File: src/rtl/hazard_ctrl_mc.sv
// rtl/hazard_ctrl_mc.sv - pipeline hazard, memory wait-state and interrupt-admission controller
// Optional feature macro: HAZARD_PERF_EN (adds saturating perf_lu/perf_flush/perf_mem counters).
module hazard_ctrl_mc #(
  parameter int REG_W       = 5,
  parameter int LU_DEPTH    = 1,
  parameter int WAIT_STATES = 0
) (
  input  logic             clk,
  input  logic             reset,
  input  logic [5:0]       opcode,
  input  logic [5:0]       funct,
  input  logic [2:0]       pc_src,
  input  logic             branch_taken,
  input  logic [REG_W-1:0] id_rs,
  input  logic [REG_W-1:0] id_rt,
  input  logic             id_use_rs,
  input  logic             id_use_rt,
  input  logic [REG_W-1:0] ex_rt,
  input  logic             ex_mem_rd,
  input  logic [REG_W-1:0] mem_rt,
  input  logic             mem_mem_rd,
  input  logic             mem_access,
  input  logic             irq,
  input  logic             id_noirq,
  output logic [1:0]       if_id_src,
  output logic             if_noirq,
  output logic             id_ex_stall,
  output logic             pc_hold,
  output logic             ex_mem_hold,
  output logic             irq_take
`ifdef HAZARD_PERF_EN
  ,
  output logic [31:0]      perf_lu,
  output logic [31:0]      perf_flush,
  output logic [31:0]      perf_mem
`endif
);

  localparam int WC_W = (WAIT_STATES < 1) ? 1 : $clog2(WAIT_STATES + 1);
  localparam logic [WC_W-1:0] WC_MAX = WC_W'(WAIT_STATES);

  typedef enum logic [2:0] {
    SEL_NONE,
    SEL_MEM,
    SEL_TRAP,
    SEL_LU,
    SEL_CTRL
  } sel_e;

  logic [WC_W-1:0] wcnt;
  logic            irq_pend;
  logic            mem_stall;
  logic            lu_ex;
  logic            lu_mem;
  logic            lu;
  logic            ctrl_op;
  logic            pc_trap;
  logic            pc_redirect;
  logic            req;
  sel_e            sel;

  assign mem_stall   = mem_access && (wcnt != WC_MAX);
  assign pc_trap     = (pc_src == 3'd4) || (pc_src == 3'd5);
  assign pc_redirect = (pc_src == 3'd2) || (pc_src == 3'd3) || ((pc_src == 3'd1) && branch_taken);
  assign req         = irq || irq_pend;
  assign ctrl_op     = ((opcode == 6'h00) && ((funct == 6'h08) || (funct == 6'h09)))
                    || ((opcode >= 6'h01) && (opcode <= 6'h07));

  // Register 0 is hardwired, so a load targeting it never creates a dependency.
  always_comb begin
    lu_ex  = ex_mem_rd && (ex_rt != '0)
          && ((id_use_rs && (id_rs == ex_rt)) || (id_use_rt && (id_rt == ex_rt)));
    lu_mem = 1'b0;
    if (LU_DEPTH >= 2) begin
      lu_mem = mem_mem_rd && (mem_rt != '0)
            && ((id_use_rs && (id_rs == mem_rt)) || (id_use_rt && (id_rt == mem_rt)));
    end
    lu = lu_ex || lu_mem;
  end

  always_comb begin
    sel = SEL_NONE;
    if (mem_stall)        sel = SEL_MEM;
    else if (pc_trap)     sel = SEL_TRAP;
    else if (lu)          sel = SEL_LU;
    else if (pc_redirect) sel = SEL_CTRL;
  end

  always_comb begin
    if_id_src   = 2'd0;
    if_noirq    = 1'b0;
    id_ex_stall = 1'b0;
    pc_hold     = 1'b0;
    ex_mem_hold = 1'b0;
    irq_take    = 1'b0;
    case (sel)
      SEL_MEM: begin
        if_id_src   = 2'd2;
        pc_hold     = 1'b1;
        ex_mem_hold = 1'b1;
      end
      SEL_TRAP: if_id_src = 2'd1;
      SEL_LU: begin
        if_id_src   = 2'd2;
        id_ex_stall = 1'b1;
        pc_hold     = 1'b1;
      end
      SEL_CTRL: begin
        if_id_src = 2'd1;
        if_noirq  = 1'b1;
      end
      default: ;
    endcase
    irq_take = req && !id_noirq && !ctrl_op && !mem_stall && !lu && (pc_src < 3'd4);
    if (reset) begin
      if_id_src   = 2'd0;
      if_noirq    = 1'b0;
      id_ex_stall = 1'b0;
      pc_hold     = 1'b0;
      ex_mem_hold = 1'b0;
      irq_take    = 1'b0;
    end
  end

  always_ff @(posedge clk) begin
    if (reset) begin
      wcnt     <= '0;
      irq_pend <= 1'b0;
    end else begin
      wcnt     <= mem_stall ? wcnt + 1'b1 : '0;
      irq_pend <= req && !irq_take;
    end
  end

`ifdef HAZARD_PERF_EN
  always_ff @(posedge clk) begin
    if (reset) begin
      perf_lu    <= '0;
      perf_flush <= '0;
      perf_mem   <= '0;
    end else begin
      if ((sel == SEL_LU) && (perf_lu != 32'hFFFF_FFFF))
        perf_lu <= perf_lu + 32'd1;
      if (((sel == SEL_TRAP) || (sel == SEL_CTRL)) && (perf_flush != 32'hFFFF_FFFF))
        perf_flush <= perf_flush + 32'd1;
      if ((sel == SEL_MEM) && (perf_mem != 32'hFFFF_FFFF))
        perf_mem <= perf_mem + 32'd1;
    end
  end
`endif

endmodule

File: config.mk
export PLATFORM = sky130hd
export DESIGN_NAME = hazard_ctrl_mc
export DESIGN_NICKNAME = d
export VERILOG_FILES = /design/src/rtl/hazard_ctrl_mc.sv
export SDC_FILE = /design/constraint.sdc
export NUM_CORES = 1
export LEC_CHECK = 0
export CORE_MARGIN = 2
export CORE_UTILIZATION = 21
export DETAILED_ROUTE_END_ITERATION = 16
export GPL_ROUTABILITY_DRIVEN = 0
export PLACE_DENSITY = 0.77
export SKIP_LAST_GASP = 1
export SLEW_MARGIN = 20
export SYNTH_ARGS = -nofsm -noshare
export SYNTH_HDL_FRONTEND = slang
export SYNTH_SLANG_ARGS = --single-unit
File: constraint.sdc
create_clock -name clk -period 2.5 [get_ports clk]
set_input_delay 0.625 -clock clk [delete_from_list [all_inputs] [get_ports clk]]
set_output_delay 0.625 -clock clk [all_outputs]
set_load 0.02 [all_outputs]
==> metrics.yaml, run 1 <==
placement:
  port_buffers: 44
  pre_cts_slack_ps: -1040
  dp_hpwl_um: 1040
  dpl_cell_area_um2: 855
final_layout:
  design_area_um2: 916
  nets: 147
  drive_above_1_share_pct: 49.0
  diodes: 0
  areaGrowthSynthToFinish_pct: 188
  fillers: 133
synthesis:
  synth_warnings: 0
  synth_cell_types: 23
  synth_most_common_cell: "xor2_1"
  synthTopCellsByArea: "xor2_1 22%, dfxtp_1 13%, a21oi_1 6.3%"
  synth_area_per_cell_um2: 7.57
  synth.top_cell.area_share_pct: 22.0
  syn_nets: 87
  synth_seq_cells: 2
  synthCells: 42
  synth_largest_area_cell: "xor2_1"
  synth_edf_count: 0
  seq_area_frac_synth_pct: 12.6
  netlist_area_um2: 318
  synthArstFlopShare_pct: 0
  netlist_top_cells_count: "8 x xor2_1, 4 x a21oi_1, 4 x nor2_1, 3 x o21ai_0"
  synthFlopType: "dfxtp_1"
sta:
  rsz0062_at_grt: "true"
  drv_slew: 0
  finalHoldViolCount: 0
  setup_slack_ps: -134
  timing.fmax_ghz: 0.380
  min_period_ps: 2630
  finalSetupViolCount: 6
  worst_clock_skew_ps: 0.888
  fin_crit_sh_pct: 105
power_and_ir_drop:
  power_density_mw_per_mm2: 249
  leakagePower_nw: 0.397
  vdd_drop_max_mv: 0.105
critical_path:
  cp_max_fo: 3
  cp.arrival_ps: 2010
  path_class: "primary input to primary output"
  end_kind: "primary output"
  start_kind: "primary input"
  worstPathRequired_ps: 1880
routing:
  route.detailed.drc: 0
  num_vias: 519
  first_pass_iters: 3
  antenna_left: 0
  drtIter0Drc: 3
  routed_wirelength_um: 1250
  vias_per_cell: 4.47
  routedWlPerCell_um: 10.8
clock_tree:
  clk_pin_slew_worst_paths_ps: 30
  insertion_delay_ps: 220
  ctsRootBufferMaster: "clkbuf_4"
  hold_buffers: 0
  cts_made_buffers: 3
  clock_sinks: 2
  cts_max_level: 1
  cts_tree: "done"
  cts.path.max_buffers: 2
floorplan:
  dieArea_mm2: 0.00184
  io_pins: 52
  die_y_um: 42.9
  num_rows: 14
  core_mm2: 0.00145
  start_util_pct: 21.9
  die_w_um: 42.9
hold_path:
  hold_path_class: "register to register"
global_route:
  globalRouteOverflowTotal: 0
  grt_use_total_pct: 15.1
  antenna_found_initial: 0
  grt_pass1_vias: 544
  grt_pass1_wl_um: 2120
  grt_start_max_net_pins: 5
job:
  maxCapViolCount: 0
status:
  violations: "negative setup slack"
  status: "finished with violations"
[flip-flops by register name, summed over array words and instances, names as in the netlist]
name,cells
irq_pend,1
wcnt,1
[per-stage QoR]
step	util, %	total power, mW	hold WS (ps)	instances	setup TNS, ps
after floorplan	-	0.0699	484	42	-123
after global placement	58.8	0.156	601	111	-5740
after detailed placement	58.8	0.157	607	111	-5940
after CTS	60.4	0.226	618	116	-846
after global routing	63.0	0.245	651	116	-1050
final	63.0	0.228	611	116	-548
[worst max-delay path, cell delays in order]
cell	delay, ps
clkdlybuf4s50_1	480
o21ai_2	70
buf_4	130
or3b_4	410
a21oi_2	140
buf_4	150
[cell type report]
class,count,area [um^2],area share [%]
flip-flops and latches,2,40.0,4.37
well taps,16,20.0,2.19
multi-input cells,40,360,39.3
clock buffers,3,22.5,2.46
repair buffers,55,473,51.6
[cell families after synthesis]
logic type	share of synthesized area, %
xor gates and xnor gates	27.6
other	1.18
AOI/OAI and AO/OA	18.9
and+or+nand+nor	39.8
DFF	12.6
[layer usage]
| metal | global-route usage, % | vias to the layer above | share of wire (%) |
|---|---|---|---|
| met5 | 0 | - | 0 |
| met4 | 7.50 | 0 | 0 |
| met1 | 14.3 | 224 | 33 |
| li1 | - | 268 | - |
| met2 | 29.7 | 27 | 57 |
| met3 | 2.98 | 0 | 9.7 |
[layout by cell type (no fill, tap or decap), types with 2 or more instances in the layout]
master / netlist / final
clkbuf_2: 0 / 2
xor2_1: 8 / 6
clkdlybuf4s50_1: 0 / 18
nand2b_1: 2 / 2
clkbuf_4: 0 / 3
nor4_2: 1 / 2
buf_6: 0 / 3
xnor2_1: 2 / 2
nor2_1: 4 / 3
a21oi_2: 0 / 2
o21ai_2: 0 / 2
a21oi_1: 4 / 2
buf_4: 0 / 15
buf_8: 0 / 2
xor2_2: 0 / 2
dfxtp_1: 2 / 2
dlygate4sd2_1: 0 / 7
buf_2: 0 / 7
[final timing paths]
check / from / endpoint / slack [ps] / cells after the start
min: irq_pend / irq_pend / 610 / 3
min reg2reg: irq_pend / irq_pend / 610 / 3
max reg2reg: irq_pend / irq_pend / 1240 / 6
max: ex_mem_rd / pc_hold / -130 / 6
[where the power goes]
group	switching, mW	total (mW)	leakage (nW)	internal (mW)
clock	0.0155	0.0683	0.0138	0.0527
combinational	0.0469	0.125	0.367	0.0777
sequential	0.000500	0.0348	0.0168	0.0343
[repair_timing]
| action | in CTS | in global routing |
|---|---|---|
| pin swaps | 19 | 7 |
| gates resized for setup | 95 | 15 |
| setup endpoints to repair | 7 | 6 |
| buffers inserted | 2 | 0 |
No activity file was read; power rests on OpenSTA's default activity.
==> run 2, diff against run 1 <==
- TNS_END_PERCENT: unset -> 20
==> metrics.yaml, run 2 (synthesized netlist as in run 1, its figures left out) <==
routing:
  vias_per_cell: 4.63  # was 4.47
  routed_wirelength_um: 1460  # was 1250 um
  antenna_left: 0  # unchanged
  num_vias: 518  # was 519
  routedWlPerCell_um: 13.0  # was 10.8 um
  drtIter0Drc: 3  # unchanged
  first_pass_iters: 3  # unchanged
  route.detailed.drc: 0  # unchanged
critical_path:
  path_class: "primary input to primary output"  # unchanged
  cpPeakStageDelay_ps: 420  # was 480 ps
  start_kind: "primary input"  # unchanged
  cp.arrival_ps: 2080  # was 2010 ps
  cp_slowest_cell: "or3b_4"  # was clkdlybuf4s50_1
  path_delay_family: "simple AND/OR/NAND/NOR gates"  # was buffers and inverters
  critPathMostFrequentCell: "buf_6"  # was buf_4
  end_kind: "primary output"  # unchanged
  cp_max_fo: 3  # unchanged
  crit_path_cell_trace: "buf_6, xor2_2, nor4_2, a32oi_2, or3b_4, a21oi_2, buf_6"  # was clkdlybuf4s50_1, o21ai_2, buf_4, or3b_4, a21oi_2, buf_4
  worstPathRequired_ps: 1880  # about the same
  cp.buffers_inverters: 2  # was 3
power_and_ir_drop:
  p_clk_share_pct: 32.1  # was 30.0%
  leakagePower_nw: 0.379  # was 0.397 nW
  vdd_drop_max_mv: 0.113  # was 0.105 mV
  swShare_pct: 30.7  # was 27.6%
  p_int_uw: 164  # was 165 uW
  pwr-share-seq_pct: 14.7  # was 15.3%
  p_switching_uw: 72.9  # was 62.9 uW
  power_density_mw_per_mm2: 265  # was 249 mW/mm^2
  finalPower_uw: 237  # was 228 uW
  combPwrFrac_pct: 53.3  # was 54.7%
final_layout:
  areaGrowthSynthToFinish_pct: 182  # was 188%
  layout_common_cells: "19 x clkdlybuf4s50_1, 10 x buf_4, 9 x buf_2, 6 x xor2_1, 6 x dlygate4sd2_1"  # was 18 x clkdlybuf4s50_1, 15 x buf_4, 7 x dlygate4sd2_1, 7 x buf_2, 6 x xor2_1
  diodes: 0  # unchanged
  fin_util_pct: 61.6  # was 63.0%
  stdcell_count: 112  # was 116
  nets: 143  # was 147
  layout_commonest_cell: "clkdlybuf4s50_1"  # unchanged
  reg_top3: "irq_pend: 1 flops, wcnt: 1 flops"  # unchanged
  design_area_um2: 896  # was 916 um^2
  drive_above_1_share_pct: 47.9  # was 49.0%
job:
  maxCapViolCount: 0  # unchanged
floorplan:
  start_util_pct: 21.9  # unchanged
  io_pins: 52  # unchanged
  die_w_um: 42.9  # unchanged
  die_y_um: 42.9  # unchanged
  core_mm2: 0.00145  # unchanged
  num_rows: 14  # unchanged
  dieArea_mm2: 0.00184  # unchanged
placement:
  dpl_cell_area_um2: 831  # was 855 um^2
  pre_cts_slack_ps: -1040  # about the same
  dp.cells: 109  # was 111
  port_buffers: 44  # unchanged
  dp_hpwl_um: 1150  # was 1040 um
sta:
  finalHoldViolCount: 0  # unchanged
  finalSetupViolCount: 7  # was 6
  whs_ps: 600  # was 611 ps
  timing.fmax_ghz: 0.370  # was 0.380 GHz
  drv_slew: 0  # unchanged
  rsz0062_at_grt: "true"  # unchanged
  worst_clock_skew_ps: 1.15  # was 0.888 ps
  setup_slack_ps: -201  # was -134 ps
  min_period_ps: 2700  # was 2630 ps
  setup_tns_ps: -1070  # was -548 ps
  fin_crit_sh_pct: 108  # was 105%
clock_tree:
  ctsRootBufferMaster: "clkbuf_4"  # unchanged
  insertion_delay_ps: 230  # was 220 ps
  hold_buffers: 0  # unchanged
  cts_made_buffers: 3  # unchanged
  clock_sinks: 2  # unchanged
  cts_tree: "done"  # unchanged
  cts.path.max_buffers: 2  # unchanged
  cts_max_level: 1  # unchanged
  clk_pin_slew_worst_paths_ps: 30  # about the same
global_route:
  grt_use_total_pct: 16.5  # was 15.1%
  grt_start_max_net_pins: 5  # unchanged
  globalRouteOverflowTotal: 0  # unchanged
  grt_pass1_vias: 552  # was 544
  grt_pass1_wl_um: 2170  # was 2120 um
  antenna_found_initial: 0  # unchanged
status:
  violations: "negative setup slack"  # unchanged
  status: "finished with violations"  # unchanged
hold_path:
  hold_path_class: "register to register"  # unchanged
==> run 2: final timing paths <==
check,cells past startpoint,endpoint,slack (ps),startpoint
setup reg to reg,4,irq_pend,1400,irq_pend
hold / removal,3,irq_pend,600,irq_pend
hold reg to reg,3,irq_pend,600,irq_pend
setup / recovery,7,pc_hold,-200,id_rs[4]
==> run 2: what timing repair did <==
action | 4_1_cts | 5_1_grt
setup buffers | 0 | 0
resized for setup | 95 | 18
pin swaps | 17 | 9
endpoints found under the hold margin | 0 | 0
endpoints found under the setup margin | 7 | 7
==> run 2: layout make-up <==
type	count	area (um^2)
well taps	16	20.0
repair buffers	51	444
flip-flops and latches	2	40.0
clock buffers	3	22.5
fillers	144	558
multi-input cells	40	369
==> run 2: power groups by stage <==
stage	Sequential [mW]	Combinational, mW	Clock, mW
2_1_floorplan	0.0351	0.0333	0
3_3_place_gp	0.0351	0.117	0
3_5_place_dp	0.0352	0.120	0
4_1_cts	0.0348	0.115	0.0812
5_1_grt	0.0348	0.135	0.0852
6_report	0.0348	0.126	0.0761
==> run 2: per-layer routing <==
layer  vias up  global-route usage (%)  share of wire, %
li1        258                       -                 -
met1       229                    13.8                30
met2        29                    33.9                61
met3         2                    3.40               7.0
met4         0                    9.38               1.5
met5         -                       0                 0
==> run 2: worst min-delay path: stages, from the launching register on <==
cell      delay, ps
dfxtp_1         290
nor2_1          120
buf_4           120
a211oi_1         30
==> run 3, diff against run 2 <==
- PLACE_DENSITY: 0.77 -> 0.85
==> metrics.yaml, run 3 (synthesized netlist as in run 1, its figures left out) <==
global_route:
  grt_pass1_wl_um: 2360  # was 2170 um
  grt_start_max_net_pins: 5  # unchanged
  grt_use_total_pct: 17.5  # was 16.5%
  antenna_found_initial: 0  # unchanged
  grt_pass1_vias: 601  # was 552
  globalRouteOverflowTotal: 0  # unchanged
sta:
  setup_tns_ps: -894  # was -1070 ps
  setup_slack_ps: -193  # was -201 ps
  finalHoldViolCount: 0  # unchanged
  timing.fmax_ghz: 0.371  # was 0.370 GHz
  worst_clock_skew_ps: 5.21  # was 1.15 ps
  fin_crit_sh_pct: 108  # about the same
  min_period_ps: 2690  # was 2700 ps
  rsz0062_at_grt: "true"  # unchanged
  finalSetupViolCount: 7  # unchanged
  drv_slew: 0  # unchanged
clock_tree:
  ctsRootBufferMaster: "clkbuf_4"  # unchanged
  clk_pin_slew_worst_paths_ps: 30  # about the same
  insertion_delay_ps: 230  # about the same
  cts.path.max_buffers: 2  # unchanged
  cts_made_buffers: 3  # unchanged
  cts_max_level: 1  # unchanged
  clock_sinks: 2  # unchanged
  cts_tree: "done"  # unchanged
floorplan:
  die_y_um: 42.9  # unchanged
  dieArea_mm2: 0.00184  # unchanged
  num_rows: 14  # unchanged
  die_w_um: 42.9  # unchanged
  io_pins: 52  # unchanged
  core_mm2: 0.00145  # unchanged
  start_util_pct: 21.9  # unchanged
final_layout:
  reg_top3: "irq_pend: 1 flops, wcnt: 1 flops"  # unchanged
  layout_common_cells: "19 x clkdlybuf4s50_1, 19 x buf_4, 8 x xor2_1, 7 x buf_2, 6 x dlygate4sd2_1"  # was 19 x clkdlybuf4s50_1, 10 x buf_4, 9 x buf_2, 6 x xor2_1, 6 x dlygate4sd2_1
  fillers: 133  # was 144
  seq_area_um2: 40.0  # unchanged
  nets: 151  # was 143
  areaGrowthSynthToFinish_pct: 180  # was 182%
  multi_input_area_um2: 299  # was 369 um^2
  diodes: 0  # unchanged
  fin_util_pct: 61.2  # was 61.6%
  drive_above_1_share_pct: 39.4  # was 47.9%
routing:
  drtIter0Drc: 2  # was 3
  routedWlPerCell_um: 13.2  # was 13.0 um
  antenna_left: 0  # unchanged
  first_pass_iters: 3  # unchanged
  vias_per_cell: 4.78  # was 4.63
  routed_wirelength_um: 1580  # was 1460 um
  num_vias: 574  # was 518
  route.detailed.drc: 0  # unchanged
critical_path:
  cp.arrival_ps: 2070  # was 2080 ps
  cp_max_fo: 2  # was 3
  worstPathRequired_ps: 1880  # about the same
  end_kind: "primary output"  # unchanged
  start_kind: "primary input"  # unchanged
  path_class: "primary input to primary output"  # unchanged
power_and_ir_drop:
  leakagePower_nw: 0.405  # was 0.379 nW
  power_density_mw_per_mm2: 258  # was 265 mW/mm^2
  vdd_drop_max_mv: 0.251  # was 0.113 mV
hold_path:
  hold_path_class: "register to register"  # unchanged
placement:
  pre_cts_slack_ps: -1070  # was -1040 ps
  port_buffers: 44  # unchanged
  dp_hpwl_um: 1140  # was 1150 um
status:
  violations: "negative setup slack"  # unchanged
  status: "finished with violations"  # unchanged
job:
  maxCapViolCount: 0  # unchanged
[run 3: report_power, final]
| group | internal [mW] | switching [mW] |
|---|---|---|
| Combinational | 0.0774 | 0.0438 |
| Clock | 0.0530 | 0.0201 |
| Sequential | 0.0344 | 0.000973 |
| Total | 0.165 | 0.0649 |
[run 3: through the flow]
| stage | cells | hold slack, ps | power, mW | area, um^2 |
|---|---|---|---|---|
| finish | 120 | 718 | 0.230 | 890 |
| global route | 120 | 767 | 0.250 | 890 |
| CTS | 120 | 632 | 0.228 | 872 |
| detailed placement | 112 | 623 | 0.157 | 853 |
| global placement | 112 | 611 | 0.155 | 853 |
| floorplan | 42 | 484 | 0.0684 | 318 |
[run 3: repair_timing]
item | 4_1_cts | 5_1_grt
resized for setup | 92 | 4
pin swaps | 19 | 3
endpoints found under the setup margin | 7 | 8
setup buffers | 5 | 0
hold buffers | 0 | 0
[run 3: area by class of cell]
cell class / instances / area share [%]
timing repair buffer: 59 / 57.1
tap: 16 / 2.25
multi-input combinational: 40 / 33.6
clock buffer: 3 / 2.53
sequential: 2 / 4.50
[run 3: final timing paths]
path	from	to	slack (ps)	depth (start not counted)
max	irq	irq_take	-190	6
min	irq_pend	irq_pend	720	3
max reg2reg	irq_pend	irq_pend	730	10
min reg2reg	irq_pend	irq_pend	720	3
[run 3: worst max-delay path, cell delays in order]
cell	delay [ps]
clkdlybuf4s50_1	480
nor2_1	70
or2_2	290
a2111oi_2	270
and2_1	210
buf_6	120
[run 3: per-layer routing]
metal	share of wire, %	up-vias	track usage (%)
met5	0	-	0
met4	2.6	0	6.25
met3	13	4	10.6
met2	53	39	33.3
met1	32	254	14.2
li1	-	277	-
